## src/rtl/timer_pkg.sv

```systemverilog
// Shared definitions for the two-channel timer datapath.
package timer_pkg;

    localparam int CNT_BW = 32;

    typedef enum logic {
        TICK_SRC_PRESCALER = 1'b0,
        TICK_SRC_CASCADE   = 1'b1
    } tick_src_e;

endpackage

```

## src/rtl/timer_channel.sv

```systemverilog
// One counter channel: enable edge detect, up/down counter with reload,
// compare-match detection and a registered one-cycle match pulse.
module timer_channel
    import timer_pkg::*;
#(
    parameter int CNT_BW_p = CNT_BW
) (
    input  logic                clk,
    input  logic                rst,
    input  logic                en,
    input  logic                tick,
    input  logic                reload,
    input  logic                count_up,
    input  logic [CNT_BW_p-1:0] load_value,
    input  logic [CNT_BW_p-1:0] compare_value,
    output logic [CNT_BW_p-1:0] value,
    output logic                match_evt,
    output logic                match
);

    localparam logic [CNT_BW_p-1:0] ONE_C = {{(CNT_BW_p-1){1'b0}}, 1'b1};

    logic                en_q_r;
    logic [CNT_BW_p-1:0] value_r;
    logic                match_r;
    logic                match_evt_s;
    logic [CNT_BW_p-1:0] value_nxt_s;

    // Match detection and next-value selection in priority order
    always_comb begin
        match_evt_s = en && en_q_r && tick && (value_r == compare_value);
        value_nxt_s = value_r;
        if (!en) begin
            value_nxt_s = value_r;
        end else if (!en_q_r) begin
            value_nxt_s = load_value;
        end else if (tick) begin
            if (match_evt_s && reload) begin
                value_nxt_s = load_value;
            end else if (count_up) begin
                value_nxt_s = value_r + ONE_C;
            end else begin
                value_nxt_s = value_r - ONE_C;
            end
        end else begin
            value_nxt_s = value_r;
        end
    end

    // Channel state registers
    always_ff @(posedge clk or posedge rst) begin
        if (rst) begin
            en_q_r  <= 1'b0;
            value_r <= {CNT_BW_p{1'b0}};
            match_r <= 1'b0;
        end else begin
            en_q_r  <= en;
            value_r <= value_nxt_s;
            match_r <= match_evt_s;
        end
    end

    assign value     = value_r;
    assign match_evt = match_evt_s;
    assign match     = match_r;

endmodule

```

## src/rtl/timer_core.sv

```systemverilog
// Two-channel timer: shared prescaler, CNT0 plus CNT1 with selectable
// prescaled or cascaded (CNT0 match) tick source.
module timer_core
    import timer_pkg::*;
#(
    parameter int CNT_BW_p   = CNT_BW,
    parameter int TICK_DIV_p = 1
) (
    input  logic                clk,
    input  logic                rst,
    input  logic                i_cnt0_en,
    input  logic                i_cnt0_reload,
    input  logic                i_cnt0_count_up,
    input  logic [CNT_BW_p-1:0] i_cnt0_load_value,
    input  logic [CNT_BW_p-1:0] i_cnt0_compare_value,
    output logic [CNT_BW_p-1:0] o_cnt0_value,
    output logic                o_cnt0_match,
    input  logic                i_cnt1_en,
    input  logic                i_cnt1_reload,
    input  logic                i_cnt1_count_up,
    input  logic [CNT_BW_p-1:0] i_cnt1_load_value,
    input  logic [CNT_BW_p-1:0] i_cnt1_compare_value,
    input  logic                i_cnt1_src,
    output logic [CNT_BW_p-1:0] o_cnt1_value,
    output logic                o_cnt1_match
);

    localparam int              PRE_W       = (TICK_DIV_p > 1) ? $clog2(TICK_DIV_p) : 1;
    localparam logic [PRE_W-1:0] PRE_MAX_C  = PRE_W'(TICK_DIV_p - 1);
    localparam logic [PRE_W-1:0] PRE_ONE_C  = PRE_W'(1);

    logic [PRE_W-1:0] presc_r;
    logic             tick_s;
    tick_src_e        src_r;
    logic             cnt0_evt_s;
    logic             cnt1_tick_s;

    assign tick_s = (presc_r == PRE_MAX_C);

    // Free-running prescaler and registered CNT1 source select
    always_ff @(posedge clk or posedge rst) begin
        if (rst) begin
            presc_r <= {PRE_W{1'b0}};
            src_r   <= TICK_SRC_PRESCALER;
        end else begin
            presc_r <= tick_s ? {PRE_W{1'b0}} : (presc_r + PRE_ONE_C);
            src_r   <= tick_src_e'(i_cnt1_src);
        end
    end

    // Cascade uses the CNT0 match event of the same cycle, bypassing the prescaler
    always_comb begin
        cnt1_tick_s = tick_s;
        case (src_r)
            TICK_SRC_CASCADE:   cnt1_tick_s = cnt0_evt_s;
            TICK_SRC_PRESCALER: cnt1_tick_s = tick_s;
            default:            cnt1_tick_s = tick_s;
        endcase
    end

    timer_channel #(.CNT_BW_p(CNT_BW_p)) u_cnt0 (
        .clk           (clk),
        .rst           (rst),
        .en            (i_cnt0_en),
        .tick          (tick_s),
        .reload        (i_cnt0_reload),
        .count_up      (i_cnt0_count_up),
        .load_value    (i_cnt0_load_value),
        .compare_value (i_cnt0_compare_value),
        .value         (o_cnt0_value),
        .match_evt     (cnt0_evt_s),
        .match         (o_cnt0_match)
    );

    timer_channel #(.CNT_BW_p(CNT_BW_p)) u_cnt1 (
        .clk           (clk),
        .rst           (rst),
        .en            (i_cnt1_en),
        .tick          (cnt1_tick_s),
        .reload        (i_cnt1_reload),
        .count_up      (i_cnt1_count_up),
        .load_value    (i_cnt1_load_value),
        .compare_value (i_cnt1_compare_value),
        .value         (o_cnt1_value),
        .match_evt     (),
        .match         (o_cnt1_match)
    );

endmodule
```

## config.mk

```make
export PLATFORM = sky130hd
export DESIGN_NAME = timer_core
export DESIGN_NICKNAME = d
export VERILOG_FILES = /design/src/rtl/timer_pkg.sv /design/src/rtl/timer_channel.sv /design/src/rtl/timer_core.sv
export SDC_FILE = /design/constraint.sdc
export NUM_CORES = 1
export LEC_CHECK = 0
export CAP_MARGIN = 10
export CORE_ASPECT_RATIO = 1.4
export CORE_MARGIN = 2
export CORE_UTILIZATION = 25
export DETAILED_ROUTE_END_ITERATION = 10
export DONT_BUFFER_PORTS = 1
export PLACE_DENSITY = 0.38
export SLEW_MARGIN = 20
export SYNTH_ARGS = -nofsm -noshare
export SYNTH_HDL_FRONTEND = slang
export SYNTH_SLANG_ARGS = --single-unit
export TNS_END_PERCENT = 5
```

## constraint.sdc

```tcl
create_clock -name clk -period 3.41 [get_ports clk]
set_clock_uncertainty 0.2 [all_clocks]
set_input_delay 0.682 -clock clk [delete_from_list [all_inputs] [get_ports clk]]
set_output_delay 0.682 -clock clk [all_outputs]
set_load 0.02 [all_outputs]
```

==> results of run 1 <==
## final cells by class
type	count	area share
Clock buffer	10	0.0273
Clock inverter	6	0.00987
Inverter	25	0.0113
Multi-Input combinational cell	698	0.565
Sequential cell	69	0.198
Tap cell	328	0.0469
Timing Repair Buffer	149	0.142
## worst max-delay path, stage by stage (launching register included)
cell	delay, ps
dfrtp_1	500
xor2_1	220
nor4_2	320
buf_4	160
nand4_1	80
nor4_1	380
buf_4	180
nand4_1	110
nor2_1	250
a21boi_4	110
buf_4	170
and3_1	180
mux2i_1	200
nand2_1	80
## metrics by stage
stage | hold slack, ps | utilization | setup slack, ps
3_3_place_gp | 307 | 0.315 | -207
3_5_place_dp | 308 | 0.315 | -211
5_1_grt | 130 | 0.328 | 7.92
4_1_cts | 128 | 0.327 | 9.74
2_1_floorplan | 343 | - | -454
6_report | 157 | 0.328 | 132
## sequential cells by signal (all words and copies together), names as in the netlist
signal         count
u_cnt0.value      32
u_cnt1.value      32
src_r              1
u_cnt0.en_q_r      1
u_cnt0.match       1
u_cnt1.en_q_r      1
u_cnt1.match       1
## routing by layer
| metal | track usage | part of all wire | up-vias |
|---|---|---|---|
| met2 | 0.375 | 0.56 | 168 |
| met4 | 0.0609 | 0.020 | 2 |
| met3 | 0.0404 | 0.049 | 24 |
| met1 | 0.190 | 0.37 | 3068 |
| met5 | 0 | 0.00050 | - |
| li1 | - | - | 3249 |
## final timing paths
kind                                 start               end  slack [ps]  depth (start not counted)
setup / recovery           u_cnt1.value[2]  u_cnt1.value[26]         130                         13
hold / removal                  i_cnt1_src             src_r         160                          0
setup reg to reg           u_cnt1.value[2]  u_cnt1.value[26]         130                         13
hold reg to reg              u_cnt0.en_q_r      u_cnt0.match         380                          2
max in group asynchronous              rst   u_cnt0.value[1]        1850                          3
min in group asynchronous              rst  u_cnt0.value[29]         510                          2
## cells in the final DEF, fill, tap and decap left out, types with 8 or more instances in the layout
master     count
nor2_1        70
nor3_1         8
xor2_1        65
o21ai_0       16
o21bai_1      10
nor2b_1       11
o21ai_1       35
a21o_1        27
dfrtp_1       68
nand3_1       10
buf_4        138
buf_12        10
mux2i_1       25
nand4_1       13
clkbuf_16      9
nor4_1        13
ha_1          51
nand2_1       75
a31oi_1       17
xnor2_1       45
o21a_1         8
a211oi_1       8
a21oi_1       98
a2bb2oi_1     10
inv_1         21
and3_1         8
ha_4           8
## repair_timing
action / in CTS / in global routing
resized for setup: 0 / 4
hold buffers: 1 / 0
endpoints found under the setup margin: 0 / 5
endpoints found under the hold margin: 10 / 0
## cells by family (layout without fill, tap and decap cells)
family | Yosys count | count (layout) | synth area share
XOR/XNOR | 110 | 110 | 0.143
buffers and inverters | 51 | 190 | 0.0291
flip-flops | 69 | 69 | 0.257
adder cells (fa/ha/maj) | 62 | 62 | 0.118
AND/OR/NAND/NOR | 236 | 236 | 0.167
multiplexers | 26 | 26 | 0.0389
AO/OA/AOI/OAI | 264 | 264 | 0.246
## power groups by stage
| stage | Clock [uW] | Sequential [uW] | Combinational, uW |
|---|---|---|---|
| 2_1_floorplan | 0 | 1570 | 2150 |
| 3_3_place_gp | 0 | 1550 | 3600 |
| 3_5_place_dp | 0 | 1550 | 3590 |
| 4_1_cts | 1140 | 1540 | 3610 |
| 5_1_grt | 1160 | 1560 | 3960 |
| 6_report | 1090 | 1530 | 3570 |
==> metrics.csv, run 1 <==
metric,value,unit
run_status,completed,
swShare,0.449,
numClockSinks,69,
multiInputGateArea,0.00494,mm2
warnings_synthesis,0,
wl,26300,um
seq_area,0.00173,mm2
vias_in_the_first_global_route,6962,
max_cap_violations,0,
setup_violations,0,
syn2layout_area_growth,30.3,%
avgRoutedWirePerCell,20.4,um
finalWorstPathRequiredPeriod,3280,ps
clockRootBuffer,clkbuf_16,
synth.distinct_cells,63,
synth_area_leaders,"dfrtp_1 (26%), ha_1 (11%), xor2_1 (8.5%), a21oi_1 (7.4%), xnor2_1 (5.9%)",
drt.antenna.violating_nets,0,
drc,0,
grt_first_pass_wirelength,39600,um
slew_headroom,0.638,
clock_buffer_depth,2,
fmax,0.305,GHz
critical_path.startpoint_type,register,
core.rowCount,71,
io_pins,203,
initialDrtViolationCount,210,
ys_dominant_reg_cell,dfrtp_1,
setup.worst_path.class,register to register,
power.leakage,0.00392,uW
synth.avg_cell_area,8.21,um2
gp_congestion,0.789,
tritoncts_clock_tree,built,
setup_tns,0,ps
pwr-share-clk,0.176,
synthesis.area,0.00672,mm2
synthDominantAreaCellType,dfrtp_1,
overflow,0,
report.power.total,6180,uW
worstHoldPathType,primary input to register,
power-per-cell-area,707,mW/mm2
final.fill_count,2879,
grt_util_all_layers,0.188,
grt_start_max_net_pins,67,
drive_above_1_share,0.203,
power_report.internal_total,3400,uW
synth_nets,1017,
tritoncts.num_buffers,9,
timing.critical_path.fanout_max,6,
routed_via_density,5.07,
dp_cell_count,1268,
finalNonFillerCells,1285,
report.final.hold_viol_count,0,
n_antenna_cell,0,
period_share,0.961,
cts_post_setup_buffers_inserted,0,
core_region_area,0.0267,mm2
largest_vdd_supply_drop,0.000376,V
critical_path_required,3440,ps
vias,6511,
worst-slew-pin-transition,541,ps
dr.pass1.iters,5,
critPathArrivalTime,3310,ps
share_comb_of_total_power,0.577,
setup_repair_after_global_routing_missed_its_margin,no,
seq_power_share,0.247,
htree_levels,3,
number_of_synthesized_flops_with_an_enable_pin,0,
crit_path_end_kind,register,
ys_seq_elements,69,
synth.yosys.seq_area_share,0.257,
clock_insertion_delay_worst_skew,350,ps
synth_top_cells_by_count,"a21oi_1 (99), nand2_1 (76), nor2_1 (70)",
place.port_buffers,0,
power.net_switching,2780,uW
floorplan.die.width,143,um
hpwl_after_dpl,21800,um
postSynth.asyncResetShare,1.00,
synth.most_common_cell,a21oi_1,
finalInstanceArea,0.00875,mm2
syn-instance-count,818,
path_clk_slew,60,ps
die_area,0.0282,mm2
start_util,0.252,
die_y,198,um
timing_max_transition_violations_final,0,
antenna_found_initial,1,
final_net_count,1151,
synth_top_area_frac,0.257,
placed_area,0.00839,mm2
Power figures use the tool's default switching activity.
==> run 2: changes to the inputs <==
--- a/config.mk
+++ b/config.mk
@@ -5,13 +5,13 @@
 export SDC_FILE = /design/constraint.sdc
 export NUM_CORES = 1
 export LEC_CHECK = 0
+export BUFFER_PORTS_ARGS = -buffer_cell sky130_fd_sc_hd__buf_4
 export CAP_MARGIN = 10
 export CORE_ASPECT_RATIO = 1.4
 export CORE_MARGIN = 2
 export CORE_UTILIZATION = 25
 export DETAILED_ROUTE_END_ITERATION = 10
-export DONT_BUFFER_PORTS = 1
-export PLACE_DENSITY = 0.38
+export PLACE_DENSITY = 0.45
 export SLEW_MARGIN = 20
 export SYNTH_ARGS = -nofsm -noshare
 export SYNTH_HDL_FRONTEND = slang
==> metrics.csv, run 2 (synthesis results as in run 1) <==
metric,value,unit,change
run_status,completed,,
htree_levels,3,,unchanged
grt_start_max_net_pins,66,,-1.5%
clockRootBuffer,clkbuf_16,,
syn2layout_area_growth,53.8,%,
post_cts_resize_count,0,,unchanged
finalWorstPathRequiredPeriod,3270,ps,-12.0 ps
avgRoutedWirePerCell,17.7,um,-13%
worst-slew-pin-transition,754,ps,+214 ps
drc,0,,unchanged
grt_util_all_layers,0.189,,+0.000419
overflow,0,,unchanged
drive_above_1_share,0.355,,+0.152
placed_area,0.00999,mm2,+19%
period_share,0.958,,-0.00352
report.final.hold_viol_count,0,,unchanged
worstHoldPathType,primary input to asynchronous set/reset pin,,
core.rowCount,71,,unchanged
dr.pass1.iters,4,,-1
routed_via_density,4.81,,-5.1%
max_cap_violations,0,,unchanged
numClockSinks,69,,unchanged
finish.utilization,0.388,,+0.0592
antenna_found_initial,0,,-1
layout_commonest_cell,buf_4,,
fin_ws,144,ps,+12.0 ps
hold_buffers,0,,-1
clock_insertion_delay_worst_skew,350,ps,about the same
final_net_count,1370,,+19%
timing_max_transition_violations_final,0,,unchanged
wl,26600,um,+1.2%
setup_repair_after_global_routing_missed_its_margin,yes,,
start_util,0.252,,unchanged
io_pins,203,,unchanged
grt_first_pass_wirelength,40000,um,+1.0%
die_area,0.0282,mm2,unchanged
fmax,0.306,GHz,+0.37%
hpwl_after_dpl,22200,um,+2.0%
slew_headroom,0.497,,-0.141
power-per-cell-area,630,mW/mm2,-11%
die_y,198,um,unchanged
finalNonFillerCells,1503,,+17%
core_region_area,0.0267,mm2,unchanged
n_antenna_cell,0,,unchanged
critPathArrivalTime,3300,ps,about the same
vias_in_the_first_global_route,7467,,+7.3%
path_clk_slew,60,ps,about the same
critical_path_required,3440,ps,about the same
dp_cell_count,1488,,+17%
initialDrtViolationCount,215,,+2.4%
vias,7231,,+11%
cts_post_setup_buffers_inserted,0,,unchanged
timing.critical_path.fanout_max,15,,+9
tritoncts_clock_tree,built,,
post-place-ws,-276,ps,-64.6 ps
largest_vdd_supply_drop,0.000252,V,-33%
setup.worst_path.class,primary input to register,,
drt.antenna.violating_nets,0,,unchanged
floorplan.die.width,143,um,unchanged
clock_buffer_depth,2,,unchanged
report.power.total,6510,uW,+5.3%
crit_path_end_kind,register,,
finalInstanceArea,0.0103,mm2,+18%
gp_congestion,0.814,,+3.2%
layout.cells.most_common_list,"buf_4 (362), a21oi_1 (97), nand2_1 (75)",,
setup_violations,0,,unchanged
tritoncts.num_buffers,9,,unchanged
place.port_buffers,202,,+202
power.leakage,0.00495,uW,+26%
critical_path.startpoint_type,primary input,,
run 2: cell types whose count changed in the layout (fill, tap and decap cells not counted), sizes merged:
cell,before,now
buf,148,368
clkbuf,10,14
bufinv,2,0
clkinv,5,3
clkinvlp,2,1
dlygate4sd3,1,0
run 2: final cells by class:
type                    instances  area [um2]
clock buffers                  14         274
well taps                     328         410
inverters                      25        98.8
flip-flops and latches         69        1730
clock inverters                 1        5.00
multi-input cells             698        4970
fillers                      2815       16300
repair buffers                368        2840
run 2: path summary, 6_finish.rpt:
| kind | start | end | slack (ps) | cells after the start |
|---|---|---|---|---|
| worst min register to register | u_cnt1.value[2] | u_cnt1.value[2] | 380 | 2 |
| min in group clk | i_cnt1_src | src_r | 230 | 1 |
| worst min-delay path | rst | u_cnt1.value[3] | 230 | 2 |
| worst max register to register | u_cnt0.value[15] | u_cnt1.value[30] | 200 | 13 |
| worst max-delay path | i_cnt1_count_up | u_cnt1.value[31] | 140 | 13 |
| max in group asynchronous | rst | u_cnt0.value[8] | 2120 | 3 |
run 2: metal layers:
metal	up-vias	GRT usage	share of wire
met5	-	0	0
met4	0	0.0616	0.024
met3	24	0.0297	0.038
met2	164	0.376	0.55
met1	3357	0.197	0.38
li1	3686	-	-
run 2: report_power, final:
part / leakage [uW] / switching, uW / internal (uW)
Clock: 0.000139 / 397 / 549
Sequential: 0.000806 / 362 / 1040
Combinational: 0.00400 / 2070 / 2090
Total: 0.00495 / 2830 / 3680
run 2: metrics by stage:
step,hold WS (ps),setup TNS [ps]
floorplan,343,-2560
global placement,355,-5340
detailed placement,366,-4150
CTS,213,0
global route,216,-36.1
finish,231,0
run 2: worst max-delay path, cell delays in order:
cell and delay, ps:
buf_4 100, clkinvlp_4 150, buf_12 200, ha_4 260, and3_1 180, and4_1 240, a32o_1 250, a211oi_2 290
o21ai_2 100, or4_4 420, nand3_2 90, nor4_1 50, a311o_1 270
